==> src/rtl/clkdiv_pkg.sv <==
// Shared definitions for the clock-enable divider: default width, named divisors, divisor clamp.
// Optional CLKDIV_TICKCNT_EN build adds per-channel tick counters (see clkdiv_chan / clkdiv_multi).
package clkdiv_pkg;

   localparam int CNT_W_DEF     = 24;

   localparam int DIV_VGA_25MHZ = 4;
   localparam int DIV_GAME_10MS = 1000000;
   localparam int DIV_SEG_SCAN  = 131072;

   // A divisor of 0 would never reach terminal count, so it runs as 1.
   function automatic logic [31:0] clamp_div(input logic [31:0] div);
      return (div == 32'd0) ? 32'd1 : div;
   endfunction

endpackage

==> src/rtl/clkdiv_chan.sv <==
// One divider channel: counter, shadow divisor, registered tick/sq strobes.
// With CLKDIV_TICKCNT_EN defined it also keeps a 16-bit saturating tick counter.
module clkdiv_chan
   import clkdiv_pkg::*;
#(
   parameter int CNT_W    = CNT_W_DEF,
   parameter int DIV_INIT = DIV_GAME_10MS
) (
   input  logic             clk_100mhz,
   input  logic             rst,
   input  logic             en,
   input  logic             sync,
   input  logic             wr,
   input  logic [CNT_W-1:0] wr_div,
`ifdef CLKDIV_TICKCNT_EN
   input  logic             cnt_clr,
   output logic [15:0]      tick_cnt,
`endif
   output logic             pending,
   output logic             tick,
   output logic             sq,
   output logic [CNT_W-1:0] div_act
);

   localparam logic [CNT_W-1:0] DIV_RST = CNT_W'(clamp_div(32'(DIV_INIT)));

   logic [CNT_W-1:0] cnt;
   logic [CNT_W-1:0] shadow;
   logic [CNT_W-1:0] wr_val;
   logic [CNT_W-1:0] div_next;
   logic [CNT_W-1:0] cnt_next;
   logic             terminal;
   logic             sq_next;

   always_comb begin
      // NOTE: every signal is assigned on all paths of an always_comb, otherwise a latch is inferred.
      wr_val   = CNT_W'(clamp_div(32'(wr_div)));
      terminal = (cnt == div_act - CNT_W'(1));
      div_next = (terminal && pending) ? shadow : div_act;
      cnt_next = terminal ? '0 : cnt + CNT_W'(1);
      sq_next  = (cnt_next >= (div_next >> 1));
   end

   always_ff @(posedge clk_100mhz) begin
      // NOTE: state registers use non-blocking assignments so every flop samples pre-edge values.
      if (!rst) begin
         cnt     <= '0;
         div_act <= DIV_RST;
         shadow  <= DIV_RST;
         pending <= 1'b0;
         tick    <= 1'b0;
         sq      <= 1'b0;
      end else if (sync || !en) begin
         // Restart point: a write on this same edge takes effect immediately.
         cnt     <= '0;
         tick    <= 1'b0;
         sq      <= 1'b0;
         pending <= 1'b0;
         if (wr) begin
            div_act <= wr_val;
            shadow  <= wr_val;
         end else if (pending) begin
            div_act <= shadow;
         end
      end else begin
         cnt  <= cnt_next;
         tick <= terminal;
         sq   <= sq_next;
         if (wr) shadow <= wr_val;
         if (terminal) begin
            div_act <= div_next;
            pending <= wr;
         end else if (wr) begin
            pending <= 1'b1;
         end
      end
   end

`ifdef CLKDIV_TICKCNT_EN
   always_ff @(posedge clk_100mhz) begin
      if (!rst || cnt_clr) begin
         tick_cnt <= '0;
      end else if (tick && (tick_cnt != 16'hFFFF)) begin
         tick_cnt <= tick_cnt + 16'd1;
      end
   end
`endif

endmodule

==> src/rtl/clkdiv_multi.sv <==
// N-channel clock-enable generator: decodes divisor writes and fans sync out to clkdiv_chan.
// Define CLKDIV_TICKCNT_EN to add cnt_clr / tick_cnt (per-channel saturating tick counts).
module clkdiv_multi
   import clkdiv_pkg::*;
#(
   parameter int N_CH     = 4,
   parameter int CNT_W    = CNT_W_DEF,
   parameter int DIV_INIT = DIV_GAME_10MS,
   parameter int CH_W     = 2
) (
   input  logic                  clk_100mhz,
   input  logic                  rst,
   input  logic [N_CH-1:0]       en,
   input  logic                  sync,
   input  logic                  cfg_we,
   input  logic [CH_W-1:0]       cfg_ch,
   input  logic [CNT_W-1:0]      cfg_div,
`ifdef CLKDIV_TICKCNT_EN
   input  logic                  cnt_clr,
   output logic [N_CH*16-1:0]    tick_cnt,
`endif
   output logic [N_CH-1:0]       cfg_pending,
   output logic [N_CH-1:0]       tick,
   output logic [N_CH-1:0]       sq,
   output logic [N_CH*CNT_W-1:0] div_act
);

   for (genvar i = 0; i < N_CH; i++) begin : g_ch
      // Channel numbers at or above N_CH match no instance, so those writes drop.
      logic wr;
      assign wr = cfg_we && (cfg_ch == CH_W'(i));

      clkdiv_chan #(
         .CNT_W    (CNT_W),
         .DIV_INIT (DIV_INIT)
      ) u_chan (
         .clk_100mhz (clk_100mhz),
         .rst        (rst),
         .en         (en[i]),
         .sync       (sync),
         .wr         (wr),
         .wr_div     (cfg_div),
`ifdef CLKDIV_TICKCNT_EN
         .cnt_clr    (cnt_clr),
         .tick_cnt   (tick_cnt[i*16 +: 16]),
`endif
         .pending    (cfg_pending[i]),
         .tick       (tick[i]),
         .sq         (sq[i]),
         .div_act    (div_act[i*CNT_W +: CNT_W])
      );
   end

endmodule
==> config.mk <==
export PLATFORM = sky130hd
export DESIGN_NAME = clkdiv_multi
export DESIGN_NICKNAME = d
export VERILOG_FILES = /design/src/rtl/clkdiv_pkg.sv /design/src/rtl/clkdiv_chan.sv /design/src/rtl/clkdiv_multi.sv
export SDC_FILE = /design/constraint.sdc
export NUM_CORES = 1
export LEC_CHECK = 0
export BUFFER_PORTS_ARGS = -buffer_cell sky130_fd_sc_hd__buf_2
export CAP_MARGIN = 10
export CORE_MARGIN = 5
export CORE_UTILIZATION = 40
export CTS_BUF_LIST = sky130_fd_sc_hd__clkbuf_8 sky130_fd_sc_hd__clkbuf_16
export DETAILED_ROUTE_END_ITERATION = 12
export PLACE_DENSITY_LB_ADDON = 0.3
export SLEW_MARGIN = 10
export SYNTH_ARGS = -nofsm -noshare
export SYNTH_HDL_FRONTEND = slang
export SYNTH_HIERARCHICAL = 1
export SYNTH_SLANG_ARGS = --single-unit
==> constraint.sdc <==
create_clock -name clk_100mhz -period 10.1 [get_ports clk_100mhz]
set_input_delay 2.02 -clock clk_100mhz [delete_from_list [all_inputs] [get_ports clk_100mhz]]
set_output_delay 2.02 -clock clk_100mhz [all_outputs]
set_load 0.02 [all_outputs]
## Word-level counts from Yosys, hierarchy flattened

Cells that the tools add are included.

| cells by class | value |
|---|---|
| $add $sub $neg | 8 |
| $mul | 0 |
| divide/modulo/power cells | 0 |
| magnitude comparators | 4 |
| eq/ne operators | 11 |
| shifts and indexed selects | 0 |
| muxes and demuxes | 33 |
| bitwise logic cells | 1 |
| reductions and logical operators | 42 |

Operator list:

| kind | count |
|---|---|
| $mux 24 | 25 |
| $add 24x1->24 const B | 4 |
| $eq 24x24->1 | 4 |
| $ge 24x23->1 | 4 |
| $sub 24x1->24 const B | 4 |
| $logic_not 24->1 | 1 |
| $reduce_bool 2->1 | 12 |
| $ne 3x1->1 const B | 4 |
| $reduce_and 3->1 | 4 |
| $logic_and 1x1->1 | 8 |
| $mux 1 | 8 |
| $reduce_and 2->1 | 4 |
| $reduce_or 2->1 | 4 |
| $eq 2x2->1 const B | 2 |
| $logic_not 1->1 | 4 |
| $logic_or 1x1->1 | 4 |
| $eq 2x1->1 const B | 1 |
| $logic_not 2->1 | 1 |
| $not 1->1 | 1 |

| storage, ports and cells | value |
|---|---|
| register bits | 300 |
| bits in latches | 0 |
| memory bits (writable) | 0 |
| memory bits (read-only) | 0 |
| bits of input ports | 34 |
| output and inout bits | 108 |
| logic and storage cells | 127 |
| memories kept | 0 |

## Depth between registers and ports, before layout

Gate-level depths: netlist of the first run.

| logic depth | value |
|---|---|
| depth in word-level cells | 6 |
| mapped depth | 23 |

## Cells and area by module

Netlist of the first run, hierarchy kept.

Modules (own cells, without submodules):

| module | times used | cells each | area each (um^2) | seq. area each (um^2) |
|---|---|---|---|---|
| clkdiv_chan (g_ch[1].u_chan ...) | 2 | 620 | 5032.3 | 1501.4 |
| clkdiv_chan (g_ch[3].u_chan) | 1 | 653 | 5507.8 | 1501.4 |
| clkdiv_chan (g_ch[0].u_chan) | 1 | 615 | 5210.0 | 1501.4 |
| clkdiv_multi | 1 | 4 | 37.5 | 0.0 |

## Worst setup path before layout of the first run

No wires, ideal clock.

| path | value |
|---|---|
| kind | reg2reg |
| from | register g_ch[1].u_chan.div_act[0] |
| to | register g_ch[1].u_chan.sq |
| arrival time | 4.893 ns |
| setup slack | 5.082 ns |
| cell stages (with the launch flop) | 21 |
| clock period less this slack | 5.018 ns |
| path through | dfxtp_1 -> inv_1 -> ha_1 -> or3b_2 -> clkbuf_1 -> nor4_2 -> a21oi_1 -> a211o_1 -> or4_4 -> nor4_4 -> buf_4 -> mux2i_1 -> ha_1 -> a21oi_1 -> nor2b_1 -> o21ai_0 -> nand2b_1 -> a2111oi_0 -> nand2b_1 -> a211oi_1 -> o22ai_1 |

| between the ends | value |
|---|---|
| word-level cells in the longest chain between the ends | 5 |

RTL lines:

| what | line | text |
|---|---|---|
| start, declared | clkdiv_chan.sv:22 | `output logic [CNT_W-1:0] div_act` |
| start signal, assigned | clkdiv_chan.sv:60 | `div_act <= wr_val;` |
| start signal, assigned | clkdiv_chan.sv:63 | `div_act <= shadow;` |
| start signal, assigned | clkdiv_chan.sv:71 | `div_act <= div_next;` |
| $sub 24x1->24 * | clkdiv_chan.sv:38 | `terminal = (cnt == div_act - CNT_W'(1));` |
| $eq 24x24->1 * | clkdiv_chan.sv:38 |  |
| $logic_and 1x1->1 | clkdiv_chan.sv:39 | `div_next = (terminal && pending) ? shadow : div_act;` |
| $mux 24 | clkdiv_chan.sv:39 |  |
| $ge 24x23->1 * | clkdiv_chan.sv:41 | `sq_next = (cnt_next >= (div_next >> 1));` |
| end signal, assigned | clkdiv_chan.sv:68 | `sq <= sq_next;` |
| end, declared | clkdiv_chan.sv:21 | `output logic sq,` |

Mark *: on every way between the ends. The rest lies on a longest branch, timed or not. The select of a mux whose other input is x is not followed.
A chain may end at the register's enable or synchronous reset.

## Worst setup path after layout of the first run

Same ends and word-level chain as after synthesis.

==> flow_summary.json, run 1 <==
{
  "syn_inst": 2512,
  "hold_viol": 0,
  "peakVddDrop_uv": 124,
  "synth.largest_area_cell": "dfxtp_1",
  "ys.flop_type": "dfxtp_1",
  "clock.fmax_mhz": 175,
  "drtPass1Iterations": 5,
  "post-synth-top-count-cell": "dfxtp_1",
  "grt_pass1_vias": 18800,
  "die_area_mm2": 0.0567,
  "synthesis.area_mm2": 0.0208,
  "synth_area_leaders": "dfxtp_1, mux2i_1, ha_1",
  "initial_utilization_pct": 40.5,
  "rows": 83,
  "critPathRequiredTime_ps": 10520,
  "synthArstFlopShare_pct": 0,
  "powerDensity_mw_per_mm2": 131,
  "ios": 142,
  "start_kind": "flip-flop",
  "dp_hpwl_um": 49700,
  "io_buffers": 141,
  "fin_util_pct": 44.8,
  "cts_tree": "built",
  "drv_cap": 0,
  "drive_gt1_share_pct": 11.2,
  "crit_start": "g_ch[1].u_chan/div_act[0]$_SDFFE_PN0P_",
  "ctsHoldBuffers": 0,
  "postCtsSetupBuffers": 0,
  "setup_tns_ps": 0,
  "place.gp.congestion": 0.924,
  "crit_arrival_ps": 6130,
  "layout_worst_path_cycle_share_pct": 56.6,
  "dieHeight_um": 238,
  "avgViaCountPerCell": 5.98,
  "cp-endpoint": "g_ch[1].u_chan/sq$_SDFF_PP0_",
  "multi_input_area_mm2": 0.0139,
  "wl_um": 68700,
  "skew_ps": 17.6,
  "relSlewSlack_pct": 15.6,
  "finalPower_uw": 3010,
  "synth_edf_count": 0,
  "holdCritPathClass": "reg2reg",
  "clk_latency_ps": 560,
  "grt.total_usage_pct": 23.1,
  "final_max_slew_viol_count": 0,
  "grt_start_max_net_pins": 62,
  "final_antenna_net_count": 0,
  "crit_buf_inv": 2,
  "crit_slowest_cell": "nor4_2",
  "synth_warnings": 6,
  "r2r_cells": 19,
  "vias": 19400,
  "clock-root-buffer": "clkbuf_16",
  "status": "finished, final reports clean",
  "worstReg2RegStart": "g_ch[1].u_chan/div_act[0]$_SDFFE_PN0P_",
  "leakage_uw": 0.00874,
  "synth_area_per_cell_um2": 8.29,
  "cts_resized": 0,
  "path_delay_family": "simple AND/OR/NAND/NOR gates",
  "reg2reg_to": "g_ch[1].u_chan/sq$_SDFF_PP0_",
  "rsz0062_at_grt": "false",
  "clock_tree.buffer_depth": 3,
  "ys_ff_latch": 300,
  "worst_pin_slew_ps": 1270,
  "layout.nets": 2668,
  "drcViolationCount": 0,
  "fillers": 5025,
  "fp.coreArea_mm2": 0.0514,
  "grt_overflow": 0,
  "ff_latch_area_mm2": 0.00601,
  "antenna_found_initial": 3,
  "syn2layout_area_growth_pct": 10.5,
  "syn_nets": 2646,
  "grt_pass1_wl_um": 107000,
  "synth_common_cells": "dfxtp_1, nor2_1, mux2i_1",
  "slowest_delay_ps": 590,
  "hp-start": "g_ch[0].u_chan/shadow[9]$_SDFFE_PN1P_",
  "cts.sinks": 300,
  "path_max_fanout": 45,
  "synth_top_area_share_pct": 28.8,
  "dr.first_iter.drc_count": 1960,
  "numCtsBuffers": 37,
  "rrSetupSlack_ps": 4380,
  "cts.clk_slew.worst_paths_ps": 60,
  "cp_num_cells": 19,
  "timing.final.setup_violations": 0,
  "worstSetupPathType": "reg2reg",
  "yosysSeqAreaShare_pct": 28.8,
  "wire_per_inst_um": 21.2,
  "min_period_ps": 5720,
  "cp-end-kind": "flip-flop",
  "cts.htree.levels": 2,
  "die_w_um": 238,
  "cp_cell_sequence": "inv_1 > ha_1 > or3b_2 > nor4_2 > a21oi_1 > a211o_1 > or4_4 > nor4_4 > buf_4 > mux2i_1 > ha_1 > a21oi_1 > nor2b_1 > o21ai_0 > nand2b_1 > a2111oi_0 > nand2b_1 > a211oi_1 > o22ai_1",
  "yosys.cell_types.count": 91
}
[metal layers]
metal	vias up	part of all wire, %	track usage (%)
li1	9187	-	-
met1	9395	45	31.4
met2	654	45	36.9
met3	142	6.5	4.48
met4	2	3.4	7.57
met5	-	0.019	0
[cells by family after synthesis]
logic type,after synthesis,share of synthesized area [%]
AOI/OAI and AO/OA,553,17.9
muxes,197,9.48
DFF,300,28.8
adders and majority gates,100,6.01
and+or+nand+nor,924,23.8
buffers and inverters,222,4.75
xor gates and xnor gates,216,9.23
[flip-flops by register name, summed over array words and instances, names as in the netlist]
signal               cells
g_ch.u_chan/tick         4
g_ch.u_chan/pending      4
g_ch.u_chan/sq           4
g_ch.u_chan/shadow      96
g_ch.u_chan/cnt         96
g_ch.u_chan/div_act     96
[power by group]
group | total (uW) | switching, uW | internal, uW | leakage, uW
registers | 1280 | 63.4 | 1220 | 0.00243
logic | 364 | 228 | 136 | 0.00566
clock network | 1360 | 546 | 818 | 0.000651
[final cells by class]
cell class	instances	area share, %
clock inverters	18	0.642
flip-flops and latches	300	26.1
diodes	1	0.0109
well taps	680	3.70
repair buffers	163	3.79
multi-input cells	1990	60.3
inverters	42	0.685
clock buffers	48	4.78
[stage by stage]
step | cells | setup WS, ps | hold slack [ps] | instance area, um2
floorplan | 2512 | 5080 | 454 | 20800
global placement | 3175 | 4670 | 479 | 21800
detailed placement | 3175 | 4450 | 481 | 21800
CTS | 3241 | 4450 | 497 | 23000
global route | 3241 | 4010 | 537 | 23000
finish | 3242 | 4380 | 501 | 23000
[worst min-delay path: cells and delay by family, from the launching register on]
kind / cells / cell delay (ps)
flops: 1 / 330
mux: 1 / 80
simple gates: 1 / 70
[cells in the final DEF (no fill, tap or decap), types with 12 or more instances in the layout]
cell type	Yosys	layout
buf_4	12	23
nand4_1	25	25
nand2b_1	30	30
nor2b_1	65	65
xor2_1	90	90
nor4_1	50	50
and4_1	16	16
nor4_4	10	12
a211oi_1	16	16
a221o_1	14	14
o21ai_1	12	14
nand3_1	63	63
a221oi_1	19	19
a31oi_1	18	18
dfxtp_1	300	300
buf_2	42	140
o32ai_2	13	13
xnor2_1	124	124
nor2_1	289	289
ha_1	100	100
nand2_1	117	117
mux2i_1	196	196
or2_2	13	13
and3_1	33	33
and2_1	26	26
a21o_1	32	32
o211ai_1	13	13
or3_1	12	12
nor3_1	101	99
o211a_1	13	13
o21a_1	21	21
inv_1	42	50
or4_1	15	15
a21oi_1	146	146
o21ai_0	113	111
o22ai_1	42	42
clkbuf_16	0	39
[worst min-delay path by stage]
stage	to	cells past startpoint
after floorplan	g_ch[1].u_chan/cnt[0]$_SDFF_PP0_	1
after global placement	g_ch[0].u_chan/shadow[16]$_SDFFE_PN1P_	2
after detailed placement	g_ch[0].u_chan/shadow[9]$_SDFFE_PN1P_	2
after CTS	g_ch[0].u_chan/shadow[9]$_SDFFE_PN1P_	2
after global routing	g_ch[0].u_chan/shadow[17]$_SDFFE_PN1P_	2
final	g_ch[0].u_chan/shadow[9]$_SDFFE_PN1P_	2
Power figures use the tool's default switching activity.
==> run 2, diff against run 1 <==
ABC_AREA = 1   (was default)
clock period = 5.1 ns   (was 10.1 ns; I/O delays follow)
==> run 2 against run 1 <==
  * Clock skew increased by 6.5 ps
  * Cell area increased by 4.8%
  * First-iteration DRC count decreased by 29%
  * Register-to-register slack got worse by 3500 ps
  * Core utilization about the same
  * Synthesized area increased by 4.2%
  * Power increased by 100%
  * Critical endpoint unchanged
==> flow_summary.json, run 2 <==
{
  "grt_pass1_vias": 19700,
  "synth_area_per_cell_um2": 6.62,
  "synth.largest_area_cell": "dfxtp_1",
  "final_common_cell": "nand2_1",
  "holdPathStages": 2,
  "cts.htree.levels": 2,
  "finalNonFillerCells": 4065,
  "drive_gt1_share_pct": 11.7,
  "leakage_uw": 0.0112,
  "fp.coreArea_mm2": 0.0538,
  "die_area_mm2": 0.0590,
  "holdCritPathClass": "reg2reg",
  "placedCellCount": 4000,
  "initial_utilization_pct": 40.3,
  "final_max_slew_viol_count": 0,
  "ctsHoldBuffers": 0,
  "synth_edf_count": 0,
  "dp_hpwl_um": 49500,
  "cts.sinks": 300,
  "synthArstFlopShare_pct": 0,
  "critPathRequiredTime_ps": 5550,
  "crit_arrival_ps": 4620,
  "dr.first_iter.drc_count": 1387,
  "fin_hold_ws_ps": 480,
  "hp-start": "g_ch[0].u_chan/shadow[17]$_SDFFE_PN1P_",
  "pwr-share-clk_pct": 43.6,
  "ys_ff_latch": 300,
  "sw_frac_of_total_pct": 29.1,
  "grt_start_max_net_pins": 64,
  "mostFrequentLayoutCells": "nand2_1, nor2_1, dfxtp_1",
  "synth_top_area_share_pct": 27.7,
  "syn_nets": 3408,
  "worst_pin_slew_ps": 892,
  "synth_warnings": 6,
  "place.gp.congestion": 0.878,
  "cts.clk_slew.worst_paths_ps": 60,
  "top_regs": "g_ch.u_chan/cnt: 96 flops, g_ch.u_chan/div_act: 96 flops, g_ch.u_chan/shadow: 96 flops",
  "yosys.cell_types.count": 53,
  "wire_per_inst_um": 16.7,
  "hold_viol": 0,
  "io_buffers": 141,
  "yosysSeqAreaShare_pct": 27.7,
  "worstSetupPathType": "reg2reg",
  "avgViaCountPerCell": 5.19,
  "start_kind": "flip-flop",
  "post-synth-top-count-cell": "nand2_1",
  "layout.nets": 3477,
  "clock_tree.buffer_depth": 3,
  "timing.final.setup_violations": 0,
  "wl_um": 67700,
  "reg2reg_to": "g_ch[1].u_chan/sq$_SDFF_PP0_",
  "ff_latch_area_mm2": 0.00601,
  "powerDensity_mw_per_mm2": 252,
  "grt_pass1_wl_um": 108000,
  "min_period_ps": 4170,
  "syn_inst": 3274,
  "finalPower_uw": 6070,
  "layout_setup_ws_ps": 925,
  "clk_latency_ps": 560,
  "p_sw_uw": 1760,
  "cts_resized": 0,
  "p_int_uw": 4300,
  "peakVddDrop_uv": 234,
  "drcViolationCount": 0,
  "path_max_fanout": 26,
  "ys.flop_type": "dfxtp_1",
  "power_frac_seq_pct": 41.3,
  "drtPass1Iterations": 6,
  "status": "finished, final reports clean",
  "final_antenna_net_count": 0,
  "clock.fmax_mhz": 240,
  "antenna_found_initial": 1,
  "clock-root-buffer": "clkbuf_16",
  "drv_cap": 0,
  "ios": 142,
  "setup_tns_ps": 0,
  "layout_worst_path_cycle_share_pct": 81.9,
  "r2r_cells": 25,
  "synth_area_leaders": "dfxtp_1, nand2_1, nor2_1",
  "die_w_um": 243,
  "grt.total_usage_pct": 22.0,
  "cp-end-kind": "flip-flop",
  "postCtsSetupBuffers": 0,
  "cts_tree": "built",
  "post-place-ws_ps": 941,
  "hold_end": "g_ch[0].u_chan/shadow[17]$_SDFFE_PN1P_",
  "multi_input_area_mm2": 0.0138,
  "relSlewSlack_pct": 40.4,
  "numCtsBuffers": 37,
  "dieHeight_um": 243,
  "synth_common_cells": "nand2_1, nor2_1, dfxtp_1",
  "skew_ps": 24.1,
  "grt_overflow": 0,
  "fillers": 5594,
  "rsz0062_at_grt": "false",
  "syn2layout_area_growth_pct": 11.2,
  "rows": 85,
  "worstReg2RegStart": "g_ch[1].u_chan/div_act[0]$_SDFFE_PN0P_",
  "vias": 21100,
  "pwr-share-comb_pct": 15.1,
  "rrSetupSlack_ps": 930,
  "synthesis.area_mm2": 0.0217
}
## run 2: cell count changes after synthesis, sizes merged, moves of 87 or more
cell   change
inv      +279
mux2i    -175
a21oi     +95
nand3    +200
o21ai     -87
nor2     +239
nand2    +584
nand4     +99
## run 2: layout make-up
cell class	count	share of cell area, %
inverter	331	5.15
multi-input combinational	2496	57.2
sequential	300	24.9
clock inverter	17	0.581
antenna	1	0.0104
tap	696	3.61
clock buffer	47	4.46
timing repair buffer	177	4.06
## run 2: power groups by stage
stage	logic, uW	registers (uW)	clock network, uW
2_1_floorplan	597	2570	0
3_3_place_gp	905	2560	0
3_5_place_dp	908	2560	0
4_1_cts	914	2510	2700
5_1_grt	1020	2520	2790
6_report	914	2510	2650
## run 2: cells by family after synthesis
| logic type | count (synthesis) | share of synthesized area, % |
|---|---|---|
| AND/OR/NAND/NOR | 1820 | 38.3 |
| buffers and inverters | 478 | 9.09 |
| AO/OA/AOI/OAI | 323 | 8.64 |
| flip-flops | 300 | 27.7 |
| XOR/XNOR | 232 | 9.56 |
| adder cells (fa/ha/maj) | 100 | 5.77 |
| multiplexers | 21 | 0.969 |
## run 2: how the worst max path moves through the flow
stage | start | endpoint | cells after the start
after floorplan | g_ch[0].u_chan/div_act[0]$_SDFFE_PN0P_ | g_ch[0].u_chan/sq$_SDFF_PP0_ | 36
after global placement | g_ch[1].u_chan/div_act[0]$_SDFFE_PN0P_ | g_ch[1].u_chan/sq$_SDFF_PP0_ | 25
after detailed placement | g_ch[1].u_chan/div_act[0]$_SDFFE_PN0P_ | g_ch[1].u_chan/sq$_SDFF_PP0_ | 25
after CTS | g_ch[3].u_chan/div_act[0]$_SDFFE_PN0P_ | g_ch[3].u_chan/sq$_SDFF_PP0_ | 27
after global routing | g_ch[3].u_chan/div_act[0]$_SDFFE_PN0P_ | g_ch[3].u_chan/sq$_SDFF_PP0_ | 33
final | g_ch[1].u_chan/div_act[0]$_SDFFE_PN0P_ | g_ch[1].u_chan/sq$_SDFF_PP0_ | 25
## run 2: stage by stage
stage / utilization [%] / cell area (um2)
floorplan: - / 21700
global placement: 42.5 / 22900
detailed placement: 42.5 / 22900
CTS: 44.8 / 24100
global route: 44.8 / 24100
finish: 44.8 / 24100
## run 2: routing by layer
metal	GRT usage (%)	up-vias	part of all wire, %
li1	-	10800	-
met3	2.98	110	5.3
met4	5.66	2	2.5
met5	0	-	0.019
met2	36.2	550	45
met1	30.6	9650	47
## run 2: critical path: stages (launching register included)
cell,delay (ps)
dfxtp_1,320
inv_2,80
ha_1,200
nand3_2,200
nor3_4,290
nand3_1,120
xor2_1,150
nor2_1,110
nand2_1,130
nor2_8,360
nand2_1,220
inv_2,380
buf_4,310
nor2_1,80
ha_1,330
a21oi_1,150
o221a_2,180
nand2_1,60
nand2_1,60
nand2_1,40
nand2_1,50
nand2_1,40
nand2_1,50
nand2_1,40
nand2_1,50
nand2_1,50
